===== config.mk =====
export PLATFORM = sky130hd
export DESIGN_NAME = axil_sg_desc_mem
export DESIGN_NICKNAME = d
export VERILOG_FILES = /design/src/rtl/axil_pkg.sv /design/src/rtl/axil_bytewr_ram.sv /design/src/rtl/axil_sg_desc_mem.sv
export SDC_FILE = /design/constraint.sdc
export NUM_CORES = 2
export LEC_CHECK = 0
export BUFFER_PORTS_ARGS = -buffer_cell sky130_fd_sc_hd__buf_2
export CAP_MARGIN = 20
export CORE_MARGIN = 2
export CORE_UTILIZATION = 35
export CTS_BUF_LIST = sky130_fd_sc_hd__clkbuf_8
export DETAILED_ROUTE_END_ITERATION = 10
export PLACE_DENSITY = 0.6
export SYNTH_ARGS = -nofsm -noshare
export SYNTH_HDL_FRONTEND = slang
export SYNTH_SLANG_ARGS = --single-unit

===== constraint.sdc =====
create_clock -name S_AXI_aclk -period 5.03 [get_ports S_AXI_aclk]
set_input_delay 1.006 -clock S_AXI_aclk [delete_from_list [all_inputs] [get_ports S_AXI_aclk]]
set_output_delay 1.006 -clock S_AXI_aclk [all_outputs]
set_load 0.05 [all_outputs]

===== src/rtl/axil_pkg.sv =====
// Shared types for the AXI4-Lite scatter-gather descriptor memory:
// response codes, FSM state encodings and descriptor field byte offsets.
package axil_pkg;

   typedef enum logic [1:0] {
      OKAY   = 2'b00,
      SLVERR = 2'b10
   } resp_t;

   typedef enum logic {
      WR_IDLE = 1'b0,
      WR_RESP = 1'b1
   } wr_state_t;

   typedef enum logic {
      RD_IDLE = 1'b0,
      RD_DATA = 1'b1
   } rd_state_t;

   // Byte offsets of the descriptor fields relative to a descriptor start
   localparam logic [7:0] NXDS_OFF = 8'h00;
   localparam logic [7:0] BADD_OFF = 8'h08;
   localparam logic [7:0] CTRL_OFF = 8'h18;
   localparam logic [7:0] STAT_OFF = 8'h1C;

endpackage


===== src/rtl/axil_bytewr_ram.sv =====
// DEPTH x 32 storage: one byte-enabled write port and one registered read port.
// Read-during-write to the same word returns the old contents.
module axil_bytewr_ram #(
   parameter int DEPTH = 64,
   parameter int IW    = $clog2(DEPTH)
) (
   input  logic          clk_i,
   input  logic          rst_ni,
   input  logic          we_i,
   input  logic [IW-1:0] waddr_i,
   input  logic [31:0]   wdata_i,
   input  logic [3:0]    wstrb_i,
   input  logic          re_i,
   input  logic [IW-1:0] raddr_i,
   output logic [31:0]   rdata_o
);

   logic [31:0] mem_q [DEPTH];
   logic [31:0] rdata_q;

   // Storage is deliberately left out of reset so committed writes survive it
   always_ff @(posedge clk_i) begin
      for (int b = 0; b < 4; b++) begin
         if (we_i && wstrb_i[b]) begin
            mem_q[waddr_i][8*b +: 8] <= wdata_i[8*b +: 8];
         end
      end
   end

   always_ff @(posedge clk_i) begin
      if (!rst_ni) begin
         rdata_q <= '0;
      end else if (re_i) begin
         rdata_q <= mem_q[raddr_i];
      end
   end

   assign rdata_o = rdata_q;

endmodule


===== src/rtl/axil_sg_desc_mem.sv =====
// AXI4-Lite responder over DEPTH words of SG descriptor storage at BASE_ADDR.
// Define AXIL_SLVERR_EN to answer out-of-range accesses with SLVERR instead of OKAY.
module axil_sg_desc_mem
   import axil_pkg::*;
#(
   parameter int          DATA_WIDTH = 32,
   parameter int          ADDR_WIDTH = 32,
   parameter int          DEPTH      = 64,
   parameter logic [31:0] BASE_ADDR  = 32'h0000_0100
) (
   input  logic                    S_AXI_aclk,
   input  logic                    S_AXI_aresetn,
   input  logic [ADDR_WIDTH-1:0]   S_AXI_awaddr,
   input  logic [2:0]              S_AXI_awprot,
   input  logic                    S_AXI_awvalid,
   output logic                    S_AXI_awready,
   input  logic [DATA_WIDTH-1:0]   S_AXI_wdata,
   input  logic [DATA_WIDTH/8-1:0] S_AXI_wstrb,
   input  logic                    S_AXI_wvalid,
   output logic                    S_AXI_wready,
   output logic [1:0]              S_AXI_bresp,
   output logic                    S_AXI_bvalid,
   input  logic                    S_AXI_bready,
   input  logic [ADDR_WIDTH-1:0]   S_AXI_araddr,
   input  logic [2:0]              S_AXI_arprot,
   input  logic                    S_AXI_arvalid,
   output logic                    S_AXI_arready,
   output logic [DATA_WIDTH-1:0]   S_AXI_rdata,
   output logic [1:0]              S_AXI_rresp,
   output logic                    S_AXI_rvalid,
   input  logic                    S_AXI_rready
);

   localparam int                    IW   = $clog2(DEPTH);
   localparam logic [ADDR_WIDTH-1:0] BASE = ADDR_WIDTH'(BASE_ADDR);
   localparam logic [ADDR_WIDTH-1:0] SPAN = ADDR_WIDTH'(4 * DEPTH);
`ifdef AXIL_SLVERR_EN
   localparam resp_t OOR_RESP = SLVERR;
`else
   localparam resp_t OOR_RESP = OKAY;
`endif

   function automatic logic in_range(input logic [ADDR_WIDTH-1:0] a);
      return (a >= BASE) && ((a - BASE) < SPAN);
   endfunction

   function automatic logic [IW-1:0] word_idx(input logic [ADDR_WIDTH-1:0] a);
      return IW'((a - BASE) >> 2);
   endfunction

   wr_state_t               wr_state_q, wr_state_d;
   logic                    aw_held_q, aw_held_d, w_held_q, w_held_d;
   logic [ADDR_WIDTH-1:0]   awaddr_q, awaddr_d;
   logic [DATA_WIDTH-1:0]   wdata_q, wdata_d;
   logic [DATA_WIDTH/8-1:0] wstrb_q, wstrb_d;
   resp_t                   bresp_q, bresp_d;
   logic                    aw_hs, w_hs, ram_we;
   logic [ADDR_WIDTH-1:0]   wr_addr;
   logic [DATA_WIDTH-1:0]   wr_data;
   logic [DATA_WIDTH/8-1:0] wr_strb;

   rd_state_t rd_state_q, rd_state_d;
   resp_t     rresp_q, rresp_d;
   logic      rd_oor_q, rd_oor_d;
   logic      ar_hs;
   logic [31:0] ram_rdata;

   logic unused_prot;
   assign unused_prot = ^{S_AXI_awprot, S_AXI_arprot};

   // Readies are gated by the raw reset so they read 0 while it is held low
   assign S_AXI_awready = S_AXI_aresetn && !aw_held_q && (wr_state_q == WR_IDLE);
   assign S_AXI_wready  = S_AXI_aresetn && !w_held_q && (wr_state_q == WR_IDLE);
   assign S_AXI_bvalid  = (wr_state_q == WR_RESP);
   assign S_AXI_bresp   = bresp_q;
   assign aw_hs         = S_AXI_awvalid && S_AXI_awready;
   assign w_hs          = S_AXI_wvalid && S_AXI_wready;
   assign wr_addr       = aw_held_q ? awaddr_q : S_AXI_awaddr;
   assign wr_data       = w_held_q ? wdata_q : S_AXI_wdata;
   assign wr_strb       = w_held_q ? wstrb_q : S_AXI_wstrb;

   always_comb begin
      wr_state_d = wr_state_q;
      aw_held_d  = aw_held_q;
      w_held_d   = w_held_q;
      awaddr_d   = awaddr_q;
      wdata_d    = wdata_q;
      wstrb_d    = wstrb_q;
      bresp_d    = bresp_q;
      ram_we     = 1'b0;
      case (wr_state_q)
         WR_IDLE: begin
            if ((aw_held_q || aw_hs) && (w_held_q || w_hs)) begin
               ram_we     = in_range(wr_addr);
               bresp_d    = in_range(wr_addr) ? OKAY : OOR_RESP;
               aw_held_d  = 1'b0;
               w_held_d   = 1'b0;
               wr_state_d = WR_RESP;
            end else begin
               if (aw_hs) begin
                  aw_held_d = 1'b1;
                  awaddr_d  = S_AXI_awaddr;
               end
               if (w_hs) begin
                  w_held_d = 1'b1;
                  wdata_d  = S_AXI_wdata;
                  wstrb_d  = S_AXI_wstrb;
               end
            end
         end
         WR_RESP: if (S_AXI_bready) wr_state_d = WR_IDLE;
         default: wr_state_d = WR_IDLE;
      endcase
   end

   always_ff @(posedge S_AXI_aclk) begin
      if (!S_AXI_aresetn) begin
         wr_state_q <= WR_IDLE;
         aw_held_q  <= 1'b0;
         w_held_q   <= 1'b0;
         awaddr_q   <= '0;
         wdata_q    <= '0;
         wstrb_q    <= '0;
         bresp_q    <= OKAY;
      end else begin
         wr_state_q <= wr_state_d;
         aw_held_q  <= aw_held_d;
         w_held_q   <= w_held_d;
         awaddr_q   <= awaddr_d;
         wdata_q    <= wdata_d;
         wstrb_q    <= wstrb_d;
         bresp_q    <= bresp_d;
      end
   end

   assign S_AXI_arready = S_AXI_aresetn && (rd_state_q == RD_IDLE);
   assign S_AXI_rvalid  = (rd_state_q == RD_DATA);
   assign S_AXI_rresp   = rresp_q;
   assign S_AXI_rdata   = rd_oor_q ? '0 : DATA_WIDTH'(ram_rdata);
   assign ar_hs         = S_AXI_arvalid && S_AXI_arready;

   always_comb begin
      rd_state_d = rd_state_q;
      rresp_d    = rresp_q;
      rd_oor_d   = rd_oor_q;
      case (rd_state_q)
         RD_IDLE: begin
            if (ar_hs) begin
               rd_oor_d   = !in_range(S_AXI_araddr);
               rresp_d    = in_range(S_AXI_araddr) ? OKAY : OOR_RESP;
               rd_state_d = RD_DATA;
            end
         end
         RD_DATA: if (S_AXI_rready) rd_state_d = RD_IDLE;
         default: rd_state_d = RD_IDLE;
      endcase
   end

   always_ff @(posedge S_AXI_aclk) begin
      if (!S_AXI_aresetn) begin
         rd_state_q <= RD_IDLE;
         rresp_q    <= OKAY;
         rd_oor_q   <= 1'b0;
      end else begin
         rd_state_q <= rd_state_d;
         rresp_q    <= rresp_d;
         rd_oor_q   <= rd_oor_d;
      end
   end

   axil_bytewr_ram #(
      .DEPTH (DEPTH),
      .IW    (IW)
   ) u_ram (
      .clk_i   (S_AXI_aclk),
      .rst_ni  (S_AXI_aresetn),
      .we_i    (ram_we),
      .waddr_i (word_idx(wr_addr)),
      .wdata_i (32'(wr_data)),
      .wstrb_i (4'(wr_strb)),
      .re_i    (ar_hs),
      .raddr_i (word_idx(S_AXI_araddr)),
      .rdata_o (ram_rdata)
   );

endmodule


# Word-level counts from Yosys, hierarchy flattened
# Memories as Yosys holds them, arrays and structs flattened. A register that Yosys moved wholly into a read port is not among the register bits.
# Index checks and enable logic that the tools add are counted.
dict set report totals {
  ff_bits 73
  ram_bits 2048
  input_bits 113
  output_inout_bits 41
  wordCells 70
  memories 1
}
dict set report classes {
  add_sub_neg 2
  order_cmp 4
  mux 24
  n_bitwise 3
  reduce_logical 28
}
# memory words width rd rd_clocked_by_memory_dff write_ports line
set mem_list {}
lappend mem_list {u_ram.mem_q 64 32 1 1 1 axil_bytewr_ram.sv:18} ;# logic [31:0] mem_q [DEPTH];
# operator n
set ops {}
lappend ops {{32-bit two-way mux} 3}
lappend ops {{32-bit by 9-bit greater-or-equal comparator with 1-bit output, second input constant} 2}
lappend ops {{32-bit by 9-bit < comparator with 1-bit output, second input constant} 2}
lappend ops {{32-bit by 9-bit subtractor with 32-bit output, second input constant} 2}
lappend ops {{1-bit two-way mux} 18}
lappend ops {{1-bit logical AND} 15}
lappend ops {{2-bit AND reduction} 3}
lappend ops {{3-bit AND reduction} 2}
lappend ops {{1-bit zero test} 4}
lappend ops {{4-bit two-way mux} 1}
lappend ops {{1-bit one-hot mux with 2 select lines} 2}
lappend ops {{2-bit nonzero test} 2}
lappend ops {{1-bit NOT} 3}
lappend ops {{1-bit logical OR} 2}

# Depth between registers and ports, before layout
dict set report depth {
  word_depth 11
  mapped_depth 11
  mapped_depth_nobuf 6
}

# Hierarchy
# A second synthesis with hierarchy kept.
dict set report hier_totals {
  cells_unflattened 4408
  area_unflattened_um2 85002.8
}
# mod n_inst cells_each area_each_um2 seq_area_each_um2
set modules_own_cells {}
lappend modules_own_cells {axil_bytewr_ram 1 3926 81117.8 62139.6}
lappend modules_own_cells {axil_sg_desc_mem 1 482 3885.0 1421.4}

# Worst setup path after synthesis
# OpenSTA, ideal clock, no wires.
dict set report synth_path {
  path_type {input-to-reg}
  start {in S_AXI_awaddr[21]}
  end {mem u_ram.mem_q[11][0], enable pin}
  setup_ps 395
  arrival_ps 4541
  required_time_ps 4635
  slack_ps 95
  stages 9
  n_path_buf 3
  cell_sequence {or4_1 or4_1 a2111oi_1 mux2_2 or4_1 clkbuf_1 buf_2 buf_4 nor4_1}
}
dict set report synth_between {
  elab_chain_cells 9
  word_cells_on_any_way 10
  classes_between {add/sub: 1; order compare: 2; mux: 5; reduce/logical: 2}
}
# item line
set synth_lines {}
lappend synth_lines {{start: declaration} axil_sg_desc_mem.sv:13} ;# input logic [ADDR_WIDTH-1:0] S_AXI_awaddr,
lappend synth_lines {{32-bit two-way mux (*)} axil_sg_desc_mem.sv:78} ;# assign wr_addr = aw_held_q ? awaddr_q : S_AXI_awaddr;
lappend synth_lines {{32-bit by 9-bit subtractor with 32-bit output} -}
lappend synth_lines {{32-bit by 9-bit < comparator with 1-bit output} -}
lappend synth_lines {{1-bit logical AND (*)} -}
lappend synth_lines {{1-bit two-way mux (*)} axil_sg_desc_mem.sv:93} ;# if ((aw_held_q || aw_hs) && (w_held_q || w_hs)) begin
lappend synth_lines {{1-bit two-way mux (*)} axil_sg_desc_mem.sv:91} ;# case (wr_state_q)
lappend synth_lines {{1-bit logical AND (*)} axil_bytewr_ram.sv:24} ;# if (we_i && wstrb_i[b]) begin
lappend synth_lines {{1-bit two-way mux (*)} axil_bytewr_ram.sv:24}
lappend synth_lines {{1-bit two-way mux (not written as such) (*)} axil_bytewr_ram.sv:25} ;# mem_q[waddr_i][8*b +: 8] <= wdata_i[8*b +: 8];
lappend synth_lines {{end: declaration} axil_bytewr_ram.sv:18}
# Mark *: on every way between the ends. The rest lies on a longest branch, timed or not.

# Final worst setup path
dict set report layout_path {
  start {reg aw_held_q}
  end {mem u_ram.mem_q[26][0], enable pin}
}
dict set report layout_between {
  elab_chain_cells 11
  word_cells_on_any_way 16
  classes_between {add/sub: 1; order compare: 2; mux: 5; reduce/logical: 8}
}
# item line
set layout_lines {}
lappend layout_lines {{start: declaration} axil_sg_desc_mem.sv:52} ;# logic aw_held_q, aw_held_d, w_held_q, w_held_d;
lappend layout_lines {{start signal: assignment} axil_sg_desc_mem.sv:127} ;# aw_held_q <= aw_held_d;
lappend layout_lines {{parallel branches: the longest is 11 deep, another holds 32-bit by 9-bit subtractor with 32-bit output} -}
# Parallel ways; which one is timed is not known.

==> metrics <==
status completed; detail-routed via count per cell 5.394; Resize count post-CTS 0; CP max-delay cell or4_4; initial antenna violation count 24; CTS sink cnt 2151; R2R Path Start aw_held_q$_SDFFE_PN0P_; Synth Area in Adders 0%; pwr/cell area between 300 and 400 nW/um^2; vias 46759; main combinational cell family by area after synthesis multiplexers; Final #Nets between 5000 and 6000; chip width between 500 and 600 um; hold-critical path depth 3; Die Y 504.5 um; share of cells above drive strength 1 between 30% and 40%; RSZ-0062 raised after global routing no; worst rel slew slack roughly 20%; Post-Route WL roughly 240000 um; first-pass GRT wire length between 300000 and 400000 um; TNS Setup 0 ns; Synth Area in Compound Gates approximately 2.2%; setup violators final 0; cts bufs inserted about 350; DP Area between 90000 and 100000 sq um; post-route ant nets 0; Rows roughly 180; post-synth top area share 70.13%; Mapped Area 87690 sq um; Fin. Hold Viols 0; gr usage total approximately 19%; fin area 101200 sq um; Max VDD drop 0.2703 mV; Hold Startpoint S_AXI_wdata[4]; Boundary Pins between 150 and 200; post-synth top area cell edfxtp_1; CTS Hold Bufs 0; Hold EP wdata_q[4]$_SDFFE_PN0P_; max incr delay on CP ~0.84 ns; max cap viols 0; Final GP Congestion around 0.86; Avg Inst Size Synth 19.67 sq um; Worst Reg2Reg Path Length in Cells 8; clock root buffer master clkbuf_8; Reg-to-Reg End u_ram.mem_q[26][0]$_DFFE_PP_; Final Core Density 40.67%; TritonRoute pass-1 iters 7; Period Utilization, post-route ~88%; EDFF count, synth slightly above 2000; most frequent cell after synthesis edfxtp_1; post-synthesis sequential area ratio about 72%; Final Slew Violations 0; number of global-route vias before repair roughly 47000; met3 Track Usage GR approximately 4.2%; Hold WC Path Type primary input to flip-flop; pre-CTS WS 0.06359 ns; Post-Synthesis Cells about 4500; min Tclk post-route about 4.4 ns; asr flop ratio synth 0%; clock skew roughly 0.075 ns; Initial Util around a third; CP Capture Type flip-flop; CP startpoint kind flip-flop; Cell Chain, Critical Path or4_1 -> or4_1 -> a2111oi_1 -> mux2_2 -> or4_4 -> buf_4 -> nor4_2 -> buf_4; GRT met2 Usage roughly 30%; top cells by count, synth edfxtp_1 (2048), mux4_2 (558), nand2_1 (445), nor4_2 (222), clkbuf_1 (165); Port Buffers 139; pin slew with the least headroom to its limit roughly 1.2 ns; CTS clk-pin slew, worst paths about 0.06 ns; FMAX about 230 MHz; setup ws final about 0.62 ns; total gr overflow 0; top cells by area, synth edfxtp_1 (70%), mux4_2 (14%), nor4_2 (3.2%), dfxtp_1 (2.4%), nand2_1 (1.9%); die area 254600 sq um; leakage power around 32 nW; core area 248900 sq um; H-Tree Depth 5; largest net degree at the start of global routing slightly below 90; GR peak layer met2; WL/cell about 28 um; post-synthesis xor/xnor area fraction less than 1%; WP data required ~5.7 ns; worst skew pair latency 1.08 ns; DR iter-0 viols 4990; drc violations 0; ys flop type edfxtp_1; Yosys cell types 60; TritonCTS clock tree yes; P&R area growth vs syn 15.43%; FF-to-FF setup slack 0.62 ns; DP HPWL roughly 150000 um; crit path kind flip-flop to flip-flop; simple-gate share of the synthesized area slightly below 7%; post-CTS setup buffers 0; worst-path fanout max 20; routing usage on met1 approximately 25%; CP arrival around 5.1 ns; synth warn 0; mux share of post-synthesis cell area approximately 17%; clk buf depth 4; #FFs+latches synth around 2200
worst max-delay path: cells and delay by family, from the launching register on:
family / cells / cell delay [ns]
compound gates: 1 / 0.38
buf+inv: 2 / 0.60
flops: 1 / 0.44
mux: 1 / 0.39
simple gates: 4 / 2.20
metal layers:
| layer | part of all wire, % | up-vias |
|---|---|---|
| li1 | - | 19632 |
| met1 | 41 | 24698 |
| met2 | 48 | 1987 |
| met3 | 8.0 | 414 |
| met4 | 3.6 | 28 |
| met5 | 0.080 | - |
layout by cell type, fill, tap and decap left out, drive strengths merged, types with 4 or more instances in the layout:
cell | Yosys | final
a211oi | 12 | 12
a21boi | 66 | 66
a21oi | 18 | 18
a221oi | 15 | 15
a22oi | 34 | 34
a32oi | 24 | 24
and2 | 4 | 4
and3 | 6 | 6
buf | 165 | 584
bufinv | 0 | 4
clkbuf | 165 | 369
clkinv | 0 | 103
clkinvlp | 0 | 5
conb | 1 | 4
dfxtp | 103 | 103
diode | 0 | 13
edfxtp | 2048 | 2048
inv | 6 | 135
mux2 | 61 | 61
mux2i | 128 | 128
mux4 | 558 | 558
nand2 | 445 | 445
nand2b | 19 | 19
nand3 | 40 | 40
nand4 | 6 | 6
nor2 | 93 | 93
nor2b | 52 | 52
nor3 | 14 | 14
nor4 | 264 | 264
o211ai | 15 | 15
o21ai | 31 | 31
o221ai | 10 | 10
o32ai | 7 | 7
or4 | 5 | 5
flip-flops by register name, summed over array words and instances (netlist names):
name / flops
wstrb_q: 4
rd_oor_q: 1
S_AXI_bvalid: 1
aw_held_q: 1
u_ram.rdata_o: 32
w_held_q: 1
S_AXI_rvalid: 1
u_ram.mem_q: 2048
awaddr_q: 30
wdata_q: 32
logic make-up (layout without fill, tap and decap cells):
logic type             after synthesis  count (layout)
AND/OR/NAND/NOR                    963             963
multiplexers                       747             747
XOR/XNOR                             5               5
buffers and inverters              336            1200
other                                1              17
AO/OA/AOI/OAI                      256             256
flip-flops                        2151            2151
area by class of cell:
class | count | area, sq um
fillers | 22212 | 147700
clock buffers | 369 | 5079
repair buffers | 584 | 4509
flip-flops and latches | 2151 | 63560
inverters | 6 | 22.52
well taps | 3330 | 4167
multi-input cells | 1975 | 22780
clock inverters | 241 | 1064
diodes | 13 | 32.53
where the power goes:
part           total [mW]  switching (mW)  internal [mW]  leakage (nW)
Clock                13.7            6.72           6.94          3.61
Combinational        2.45            1.67          0.776          8.83
Sequential           19.9          0.0837           19.8          19.3
Total                36.0            8.48           27.5          31.7
through the flow:
stage | cells | hold WS (ns) | power, mW
6_report | 8669 | 0.1887 | 35.99
5_1_grt | 8661 | 0.1370 | 37.19
4_1_cts | 8650 | 0.08285 | 36.29
3_5_place_dp | 8040 | 0.4544 | 22.70
3_3_place_gp | 8040 | 0.4490 | 22.65
2_1_floorplan | 4462 | 0.4177 | 21.70
how the worst max path moves through the flow:
| stage | from | end | slack (ns) |
|---|---|---|---|
| after global routing | aw_held_q$_SDFFE_PN0P_ | u_ram.mem_q[1][16]$_DFFE_PP_ | 0.48 |
| after floorplan | S_AXI_awaddr[21] | u_ram.mem_q[11][0]$_DFFE_PP_ | 0.09 |
| after CTS | aw_held_q$_SDFFE_PN0P_ | u_ram.mem_q[26][0]$_DFFE_PP_ | 0.63 |
| after detailed placement | S_AXI_awaddr[21] | u_ram.mem_q[26][2]$_DFFE_PP_ | 0.06 |
| final | aw_held_q$_SDFFE_PN0P_ | u_ram.mem_q[26][0]$_DFFE_PP_ | 0.62 |
| after global placement | S_AXI_awaddr[21] | u_ram.mem_q[26][0]$_DFFE_PP_ | 0.06 |
Note: power is estimated with default switching activity, not from simulation.
